File: src/rtl/cr_io_pkg.sv
// Shared constants and bus payload types for the core I/O register blocks.
package cr_io_pkg;

  localparam int unsigned BUS_W      = 16;
  localparam int unsigned DBNC_CNT_W = 16;

  typedef enum logic {
    ADDR_DATA    = 1'b0,
    ADDR_CHANGED = 1'b1
  } addr_e;

  typedef struct packed {
    logic             valid;
    logic [BUS_W-1:0] data;
  } rd_rsp_t;

endpackage

File: src/rtl/pin_debounce.sv
// One board pin: synchronizer chain followed by a counter-based debouncer.
// o_update_c pulses on the edge where the stable level is about to change.
module pin_debounce
  import cr_io_pkg::*;
#(
  parameter int unsigned DEBOUNCE_CYCLES = 16000,
  parameter int unsigned SYNC_STAGES     = 2
) (
  input  logic i_clk,
  input  logic i_reset,
  input  logic i_pin,
  output logic o_stable,
  output logic o_update_c
);

  localparam logic [DBNC_CNT_W-1:0] CNT_LAST = DBNC_CNT_W'(DEBOUNCE_CYCLES - 1);

  logic [SYNC_STAGES-1:0] sync_q;
  logic [DBNC_CNT_W-1:0]  cnt_q, cnt_d;
  logic                   stable_q, stable_d;
  logic                   pin_sync;

  assign pin_sync = sync_q[SYNC_STAGES-1];

  always_ff @(posedge i_clk) begin
    if (i_reset) begin
      sync_q   <= '0;
      cnt_q    <= '0;
      stable_q <= 1'b0;
    end else begin
      sync_q   <= {sync_q[SYNC_STAGES-2:0], i_pin};
      cnt_q    <= cnt_d;
      stable_q <= stable_d;
    end
  end

  // Count only while the synchronized level disagrees; any agreement restarts the window.
  always_comb begin
    cnt_d      = '0;
    stable_d   = stable_q;
    o_update_c = 1'b0;
    if (pin_sync != stable_q) begin
      if (cnt_q == CNT_LAST) begin
        stable_d   = pin_sync;
        o_update_c = 1'b1;
      end else begin
        cnt_d = cnt_q + DBNC_CNT_W'(1);
      end
    end
  end

  assign o_stable = stable_q;

endmodule

File: src/rtl/input_port.sv
// Debounced input port with DATA / sticky CHANGED registers on a one-cycle read bus.
// Define INPUT_PORT_IRQ_EN to add the o_irq level interrupt output.
module input_port
  import cr_io_pkg::*;
#(
  parameter int unsigned WIDTH           = 8,
  parameter int unsigned DEBOUNCE_CYCLES = 16000,
  parameter int unsigned SYNC_STAGES     = 2
) (
  input  logic             i_clk,
  input  logic             i_reset,
  input  logic [WIDTH-1:0] i_pins,
  input  logic             i_rd,
  input  logic             i_addr,
  output logic [BUS_W-1:0] o_rd_data,
`ifdef INPUT_PORT_IRQ_EN
  output logic             o_rd_valid,
  output logic             o_irq
`else
  output logic             o_rd_valid
`endif
);

  logic [WIDTH-1:0] stable;
  logic [WIDTH-1:0] update_c;
  logic [WIDTH-1:0] changed_q, changed_d;
  logic [WIDTH-1:0] clr_mask_c;
  rd_rsp_t          rsp_q, rsp_d;

  for (genvar g = 0; g < WIDTH; g++) begin : g_pin
    pin_debounce #(
      .DEBOUNCE_CYCLES(DEBOUNCE_CYCLES),
      .SYNC_STAGES    (SYNC_STAGES)
    ) u_pin_debounce (
      .i_clk     (i_clk),
      .i_reset   (i_reset),
      .i_pin     (i_pins[g]),
      .o_stable  (stable[g]),
      .o_update_c(update_c[g])
    );
  end

  always_ff @(posedge i_clk) begin
    if (i_reset) begin
      changed_q <= '0;
      rsp_q     <= '0;
    end else begin
      changed_q <= changed_d;
      rsp_q     <= rsp_d;
    end
  end

  // A CHANGED read clears only the bits it returned; a same-edge update re-sets its bit.
  always_comb begin
    rsp_d      = '0;
    clr_mask_c = '0;
    if (i_rd) begin
      rsp_d.valid = 1'b1;
      if (addr_e'(i_addr) == ADDR_CHANGED) begin
        rsp_d.data = BUS_W'(changed_q);
        clr_mask_c = changed_q;
      end else begin
        rsp_d.data = BUS_W'(stable);
      end
    end
    changed_d = (changed_q & ~clr_mask_c) | update_c;
  end

  assign o_rd_data  = rsp_q.data;
  assign o_rd_valid = rsp_q.valid;

`ifdef INPUT_PORT_IRQ_EN
  logic irq_q;

  always_ff @(posedge i_clk) begin
    if (i_reset) begin
      irq_q <= 1'b0;
    end else begin
      irq_q <= |changed_q;
    end
  end

  assign o_irq = irq_q;
`endif

endmodule

File: config.mk
export PLATFORM = sky130hd
export DESIGN_NAME = input_port
export DESIGN_NICKNAME = d
export VERILOG_FILES = /design/src/rtl/cr_io_pkg.sv /design/src/rtl/pin_debounce.sv /design/src/rtl/input_port.sv
export SDC_FILE = /design/constraint.sdc
export NUM_CORES = 1
export LEC_CHECK = 0
export CORE_MARGIN = 1.5
export CORE_UTILIZATION = 40
export DETAILED_ROUTE_END_ITERATION = 10
export PLACE_DENSITY = 0.53
export SKIP_CTS_REPAIR_TIMING = 1
export SYNTH_ARGS = -nofsm -noshare
export SYNTH_HDL_FRONTEND = slang
export SYNTH_SLANG_ARGS = --single-unit
File: constraint.sdc
create_clock -name i_clk -period 1.9 [get_ports i_clk]
set_input_delay 0.38 -clock i_clk [delete_from_list [all_inputs] [get_ports i_clk]]
set_output_delay 0.38 -clock i_clk [all_outputs]
set_load 0.01 [all_outputs]
* Word level (Yosys, flattened, before mapping) *
Index checks and enable logic that the tools add are counted.

word-level totals
  flip-flop bits (word level) = 177
  memory bits (writable) = 0
  memories kept = 0
  bits in read-only memories = 0
  output and inout port bits = 17
  bits in latches = 0
  bits of input ports = 12
  word-level logic and storage cells = 100

operators by class
  equal/unequal tests = 16
  shift-type cells = 0
  $add $sub $neg = 8
  $mul = 0
  div/mod/pow operators = 0
  reductions and logical operators = 17
  order comparisons = 0
  muxes and demuxes = 20
  bitwise logic cells = 12

operator list
  operator               number
  $add 16x1->16 const B  8
  $eq 16x14->1 const B   8
  $mux 8                 3
  $reduce_or 3->1        8
  $mux 17                1
  $mux 1                 16
  $reduce_and 2->1       8
  $not 1->1              9
  $and 8x8->8            1
  $ne 1x1->1             8
  $not 8->8              1
  $or 8x8->8             1
  $reduce_or 2->1        1

* Depth between registers and ports, before layout *
Gate-level depths: netlist of run 1.

  depth in word-level cells = 5
  mapped depth = 7
  depth with buffers taken out = 5

* Modules after synthesis *
Synthesis of run 1 repeated with hierarchy kept, for this count alone.

second synthesis, totals
  cell total of the unflattened synthesis = 783
  area total of the unflattened synthesis = 7629.8 um2

by module, submodules not included
  module        instances  cells each  sequential area each (um2)  area an instance (um2)
  pin_debounce  8          90          380.4                       864.6
  input_port    1          63          340.3                       713.2

* Least setup slack after synthesis of run 1 *
OpenSTA, ideal clock, no wires.

  path kind = register to register
  start = register g_pin[5].u_pin_debounce.cnt_q[0]
  end = register g_pin[5].u_pin_debounce.cnt_q[11]
  cell stages (with the launch flop) = 7
  path slack = 0.216 ns
  path buffers = 1
  arrival = 1.570 ns
  period minus slack after synthesis = 1.684 ns
  data required time = 1.785 ns
  setup time = 0.115 ns
  cells stage by stage = dfxtp_1 ha_1 nand2_1 nor4_1 a21o_1 buf_4 nor2_1

on the way
  longest elaborated chain between the ends = 2
  elaborated cells on any way between the ends = 3
  classes of those cells = add/sub: 1; eq/ne: 1; reduce/logical: 1

RTL lines
  what                                                   RTL line            RTL
  start: declaration                                     pin_debounce.sv:19  logic [DBNC_CNT_W-1:0] cnt_q, cnt_d;
  start signal: assignment                               pin_debounce.sv:32  cnt_q <= cnt_d;
  branches (longest 2 deep; another with $add 16x1->16)  -

Parallel ways; which one is timed is not known.
A chain may end at the register's enable or synchronous reset.

* Worst setup path after layout of run 1 *
  start = register g_pin[1].u_pin_debounce.cnt_q[14]
  end = register g_pin[1].u_pin_debounce.cnt_q[5]

on the way
  longest elaborated chain between the ends = 2

RTL lines
  what                              RTL line            RTL
  start: declaration                pin_debounce.sv:19
  start signal: assignment          pin_debounce.sv:32
  $eq 16x14->1                      pin_debounce.sv:43  if (cnt_q == CNT_LAST) begin
  $reduce_or 3->1 (no source line)  -

Every way passes these cells.

==> flow_metrics.py, run 1 <==
metrics = {
    "clock_tree": {
        "max-clock-path-buffers": 2,
        "clk_latency_ns": 0.42,
        "cts.sinks": 169,
        "htreeDepth": 4,
        "clock-root-buffer": "clkbuf_16",
        "cts_tree": "yes",
        "path_clk_slew_ns": 0.06,
        "cts-buffers-inserted": 17,
    },
    "synth": {
        "synth-seq-cells": 169,
        "ys_seq_area_share_pct": 48.0,
        "syn-cell-area_um2": 7050,
        "synth_cell_types": 42,
        "syn_inst": 785,
        "synth.avg_cell_area_um2": 8.98,
        "yosysWarningCount": 0,
    },
    "global_route": {
        "grt_start_max_net_pins": 18,
        "overflow": 0,
        "grt.total_usage_pct": 14.9,
        "grt_pass1_vias": 4901,
        "antenna_found_initial": 1,
        "grt_pass1_wl_um": 22200,
    },
    "die": {
        "initial_core_util_pct": 40.9,
        "die_w_um": 136,
        "dieArea_um2": 18400,
        "die_y_um": 136,
        "core_area_um2": 17200,
        "pin_count": 29,
        "fp-row-count": 48,
    },
    "route": {
        "wl_met1_um": 6480,
        "drt_pass1_iterations": 4,
        "drc": 0,
        "top_layer_used": "met4",
        "met3WireLength_um": 397,
        "drtIter0Drc": 264,
        "wl_um": 13100,
        "vias": 5210,
        "wl_per_cell_um": 12.2,
        "dr_wl_met2_um": 5970,
        "viasPerCell": 4.88,
        "drt.antenna.violating_nets": 0,
    },
    "flow_run": {
        "maxCapViolations": 0,
    },
    "finish": {
        "fin_area_um2": 8170,
        "nets": 849,
        "final_util_pct": 47.4,
        "fillCellCount": 1623,
        "layout_common_cells": "dfxtp_1, nor2_1, xnor2_1",
        "final_common_cell": "dfxtp_1",
        "syn_to_final_growth_pct": 16.0,
        "instances_no_fill": 1067,
        "drive_above_1_share_pct": 8.44,
    },
    "sta": {
        "fin_worst_skew_ns": 0.00785,
        "rsz0062_at_grt": "false",
        "finalSetupViolations": 0,
        "tightest_slew_ns": 0.771,
        "fmax_ghz": 0.575,
        "period_minus_slack_ns": 1.74,
        "hold_viol": 0,
        "worst_slew_margin_rel_pct": 48.6,
        "drv_slew": 0,
        "setup_total_negative_slack_ns": 0,
        "hold_ws_ns": 0.436,
        "fin_crit_sh_pct": 91.6,
    },
    "setup_path": {
        "critical_path.top_delay_family": "simple AND/OR/NAND/NOR gates",
        "path_max_fanout": 15,
        "required_ns": 2.20,
        "path_class": "flip-flop to flip-flop",
        "crit_chain": "or4_1, nor3_2, a21o_2, nor2_1",
        "critPathCaptureType": "flip-flop",
        "worst-path-buf-inv": 0,
        "max_stage_delay_ns": 0.54,
        "start_kind": "flip-flop",
        "arrival_ns": 2.04,
        "slowest_stage": "or4_1",
    },
    "run_status": {
        "outcome": "finished, final reports clean",
    },
    "placement": {
        "hpwlAfterDp_um": 9120,
        "port_buffers": 20,
        "gp_congestion": 0.797,
        "placed_area_um2": 7610,
        "dp.cells": 1035,
    },
    "power": {
        "peakVddDrop_v": 0.000588,
        "power_density_nw_per_um2": 852,
        "leakage_nw": 2.63,
    },
    "min_path": {
        "hold_class": "flip-flop to flip-flop",
    },
}
==> through the flow <==
step	power (mW)	setup slack, ns
after floorplan	3.74	0.216
after global placement	3.79	-0.0969
after detailed placement	3.79	-0.136
after CTS	7.07	0.107
after global routing	7.21	0.0276
final	6.96	0.161
==> path summary, 6_finish.rpt <==
check	from	to	slack (ns)	cells past startpoint
max	g_pin[1].u_pin_debounce.cnt_q[14]$_SDFF_PP0_	g_pin[1].u_pin_debounce.cnt_q[5]$_SDFF_PP0_	0.16	4
min	g_pin[5].u_pin_debounce.sync_q[0]$_SDFF_PP0_	g_pin[5].u_pin_debounce.sync_q[1]$_SDFF_PP0_	0.44	1
max reg2reg	g_pin[1].u_pin_debounce.cnt_q[14]$_SDFF_PP0_	g_pin[1].u_pin_debounce.cnt_q[5]$_SDFF_PP0_	0.16	4
min reg2reg	g_pin[5].u_pin_debounce.sync_q[0]$_SDFF_PP0_	g_pin[5].u_pin_debounce.sync_q[1]$_SDFF_PP0_	0.44	1
==> routing by layer <==
metal  vias to the layer above  global-route usage, %
met5                         -                      0
met4                         0                   5.38
met3                        13                   4.30
met2                        54                   23.9
met1                      2420                   19.2
li1                       2723                      -
==> registers in the layout, indices dropped and copies added, names as in the netlist <==
| name | flops |
|---|---|
| g_pin.u_pin_debounce.cnt_q | 128 |
| g_pin.u_pin_debounce.sync_q | 16 |
| changed_q | 8 |
| g_pin.u_pin_debounce.o_stable | 8 |
| o_rd_data | 8 |
| o_rd_valid | 1 |
==> Yosys cell counts <==
master,count,share of area (%)
nand4_4,2,0.60
nand3_1,53,3.8
a22o_1,3,0.37
or2_4,1,0.12
a21o_1,3,0.32
o21ai_0,9,0.64
nor2_1,153,8.1
nor4_1,35,3.1
buf_2,3,0.21
o21ai_1,1,0.071
and3_1,11,0.98
buf_4,14,1.5
a21oi_2,1,0.12
and3_2,1,0.11
or4_4,1,0.16
a21oi_1,11,0.78
ha_1,8,1.4
nand4_1,24,2.1
o31ai_1,2,0.21
nand2_1,46,2.5
a21o_2,1,0.12
o21ai_4,2,0.46
or4_1,1,0.11
buf_1,1,0.053
inv_1,30,1.6
conb_1,1,0.053
and2_1,3,0.27
nor2b_1,16,1.4
or3_4,2,0.32
nand4_2,3,0.53
a21bo_2,3,0.43
xnor2_1,81,10
or3_1,3,0.27
nor3_2,1,0.14
and4_1,5,0.62
xor2_1,35,4.4
a41o_1,1,0.14
clkbuf_1,7,0.37
nor3_1,27,1.9
dfxtp_1,169,48
a31o_2,2,0.25
mux2i_1,9,1.3
==> where the power goes <==
group	switching [mW]	leakage, nW	internal [mW]
logic	0.0718	1.00	0.0598
registers	0.0120	1.36	3.57
clock network	1.35	0.260	1.90
==> layout make-up <==
type / count / area, um^2 / area share (%)
sequential: 169 / 3380 / 41.4
clock buffer: 25 / 485 / 5.94
tap: 225 / 282 / 3.45
multi-input combinational: 568 / 3430 / 42.0
timing repair buffer: 43 / 410 / 5.02
inverter: 30 / 113 / 1.38
antenna: 1 / 2.50 / 0.0306
clock inverter: 6 / 66.3 / 0.812
==> kinds of logic (layout without fill, tap and decap cells) <==
kind of cell               after synthesis  after routing  synth area share [%]
AOI/OAI and AO/OA                       39             39                  3.92
xor gates and xnor gates               116            116                  14.4
adders and majority gates                8              8                  1.42
buffers and inverters                   55            104                  3.73
DFF                                    169            169                  48.0
muxes                                    9              9                  1.28
other                                    1              9                0.0532
and+or+nand+nor                        388            388                  27.2
Note: power is estimated with default switching activity, not from simulation.
==> run 2, diff against run 1 <==
--- a/config.mk
+++ b/config.mk
@@ -5,10 +5,9 @@
 export SDC_FILE = /design/constraint.sdc
 export NUM_CORES = 1
 export LEC_CHECK = 0
-export CORE_MARGIN = 1.5
-export CORE_UTILIZATION = 40
+export CORE_UTILIZATION = 57
 export DETAILED_ROUTE_END_ITERATION = 10
-export PLACE_DENSITY = 0.53
+export PLACE_DENSITY = 0.73
 export SKIP_CTS_REPAIR_TIMING = 1
 export SYNTH_ARGS = -nofsm -noshare
 export SYNTH_HDL_FRONTEND = slang
==> flow_metrics.py, run 2 (synthesis gave the netlist of run 1 again) <==
metrics = {
    "run_status": {
        "outcome": "finished, final reports clean",
    },
    "sta": {
        "setup_total_negative_slack_ns": 0,
        "fin_crit_sh_pct": 89.8,
        "worst_slew_margin_rel_pct": 50.4,
        "period_minus_slack_ns": 1.71,
        "hold_viol": 0,
        "drv_slew": 0,
        "rsz0062_at_grt": "false",
        "fin_worst_skew_ns": 0.00942,
        "finalSetupViolations": 0,
        "fmax_ghz": 0.586,
        "worst_slack_ns": 0.195,
        "tightest_slew_ns": 0.745,
    },
    "setup_path": {
        "path_max_fanout": 14,
        "rr_endpoint": "g_pin[5].u_pin_debounce.cnt_q[14]$_SDFF_PP0_",
        "max_stage_delay_ns": 0.40,
        "reg2reg_from": "g_pin[5].u_pin_debounce.cnt_q[0]$_SDFF_PP0_",
        "critical_path.top_delay_family": "simple AND/OR/NAND/NOR gates",
        "rr_worst_depth": 7,
        "ff2ff_setup_slack_ns": 0.19,
        "arrival_ns": 2.02,
        "worst-path-buf-inv": 2,
        "critPathCaptureType": "flip-flop",
        "start_kind": "flip-flop",
        "crit_chain": "ha_1, nand2_1, nor4_1, buf_4, a21o_1, buf_4, nor2_1",
        "path_class": "flip-flop to flip-flop",
        "slowest_stage": "dfxtp_1",
        "cpMostUsedCell": "buf_4",
        "required_ns": 2.22,
    },
    "finish": {
        "reg_top3": "g_pin.u_pin_debounce.cnt_q: 128 flops, g_pin.u_pin_debounce.sync_q: 16 flops",
        "drive_above_1_share_pct": 8.13,
        "nets": 844,
        "multi_input_area_um2": 3430,
        "syn_to_final_growth_pct": 15.7,
        "regArea_um2": 3380,
        "fillCellCount": 951,
        "layout_common_cells": "dfxtp_1, nor2_1, xnor2_1",
        "largest_reg_flops": 128,
        "final_util_pct": 67.9,
        "final_common_cell": "dfxtp_1",
        "antennaDiodeCount": 0,
        "regMostFlops": "g_pin.u_pin_debounce.cnt_q",
    },
    "route": {
        "wl_um": 13000,
        "vias": 5213,
        "drc": 0,
        "drtIter0Drc": 327,
        "viasPerCell": 5.30,
        "drt.antenna.violating_nets": 0,
        "wl_per_cell_um": 13.2,
        "drt_pass1_iterations": 4,
    },
    "min_path": {
        "hold_start": "g_pin[2].u_pin_debounce.sync_q[0]$_SDFF_PP0_",
        "hold_class": "flip-flop to flip-flop",
        "min_to": "g_pin[2].u_pin_debounce.sync_q[1]$_SDFF_PP0_",
        "hold_path_depth": 1,
    },
    "global_route": {
        "grt_pass1_wl_um": 22100,
        "grt.total_usage_pct": 21.5,
        "grt_start_max_net_pins": 28,
        "grt_pass1_vias": 5005,
        "overflow": 0,
        "antenna_found_initial": 0,
    },
    "die": {
        "dieArea_um2": 12800,
        "fp-row-count": 40,
        "die_y_um": 113,
        "pin_count": 29,
        "initial_core_util_pct": 58.7,
        "core_area_um2": 12000,
        "die_w_um": 113,
    },
    "power": {
        "leakage_nw": 2.67,
        "power_density_nw_per_um2": 945,
        "peakVddDrop_v": 0.000990,
    },
    "clock_tree": {
        "max-clock-path-buffers": 2,
        "clock-root-buffer": "clkbuf_16",
        "cts-buffers-inserted": 17,
        "path_clk_slew_ns": 0.06,
        "cts.sinks": 169,
        "htreeDepth": 4,
        "cts_tree": "yes",
        "clk_latency_ns": 0.43,
    },
    "placement": {
        "pre_cts_ws_ns": -0.0754,
        "hpwlAfterDp_um": 8740,
        "port_buffers": 20,
        "gp_congestion": 0.782,
    },
    "flow_run": {
        "maxCapViolations": 0,
    },
}
run 2: changes by cell type in the layout (fill, tap and decap cells not counted), sizes merged:
cell / change
buf: -5
bufinv: +6
clkbuf: -6
clkinv: +1
clkinvlp: -2
diode: -1
inv: +1
run 2: report_power, final:
group	internal (mW)	switching (mW)
combinational	0.0542	0.0705
clock	2.62	1.38
sequential	3.57	0.0118
run 2: how the worst max path moves through the flow:
stage / from / to / slack, ns / depth (start not counted)
finish: g_pin[5].u_pin_debounce.cnt_q[0]$_SDFF_PP0_ / g_pin[5].u_pin_debounce.cnt_q[14]$_SDFF_PP0_ / 0.19 / 7
global route: g_pin[7].u_pin_debounce.cnt_q[0]$_SDFF_PP0_ / g_pin[7].u_pin_debounce.cnt_q[2]$_SDFF_PP0_ / 0.05 / 5
CTS: o_rd_data[2]$_SDFF_PP0_ / o_rd_data[2] / 0.18 / 1
detailed placement: i_reset / changed_q[0]$_SDFF_PP0_ / -0.08 / 4
global placement: i_reset / changed_q[2]$_SDFF_PP0_ / -0.06 / 4
floorplan: g_pin[5].u_pin_debounce.cnt_q[0]$_SDFF_PP0_ / g_pin[5].u_pin_debounce.cnt_q[11]$_SDFF_PP0_ / 0.22 / 6
run 2: cell type report:
class	instances	share of cell area, %
multi-input combinational	568	42.0
sequential	169	41.5
clock buffer	19	5.43
timing repair buffer	38	4.42
clock inverter	12	3.01
tap	147	2.26
inverter	30	1.38
run 2: stage by stage:
stage | hold slack (ns) | std cells | total power, mW | area [um^2]
2_1_floorplan | 0.414 | 792 | 3.74 | 7070
3_3_place_gp | 0.417 | 952 | 3.78 | 7470
3_5_place_dp | 0.420 | 952 | 3.78 | 7470
4_1_cts | 0.435 | 983 | 7.77 | 8160
5_1_grt | 0.461 | 983 | 7.95 | 8160
6_report | 0.435 | 983 | 7.70 | 8160
run 2: per-layer routing:
metal | vias up | part of all wire [%] | GRT usage, %
met3 | 17 | 2.8 | 6.32
met5 | - | 0 | 0
li1 | 2707 | - | -
met2 | 68 | 49 | 36.8
met4 | 0 | 0.91 | 7.54
met1 | 2421 | 47 | 25.8
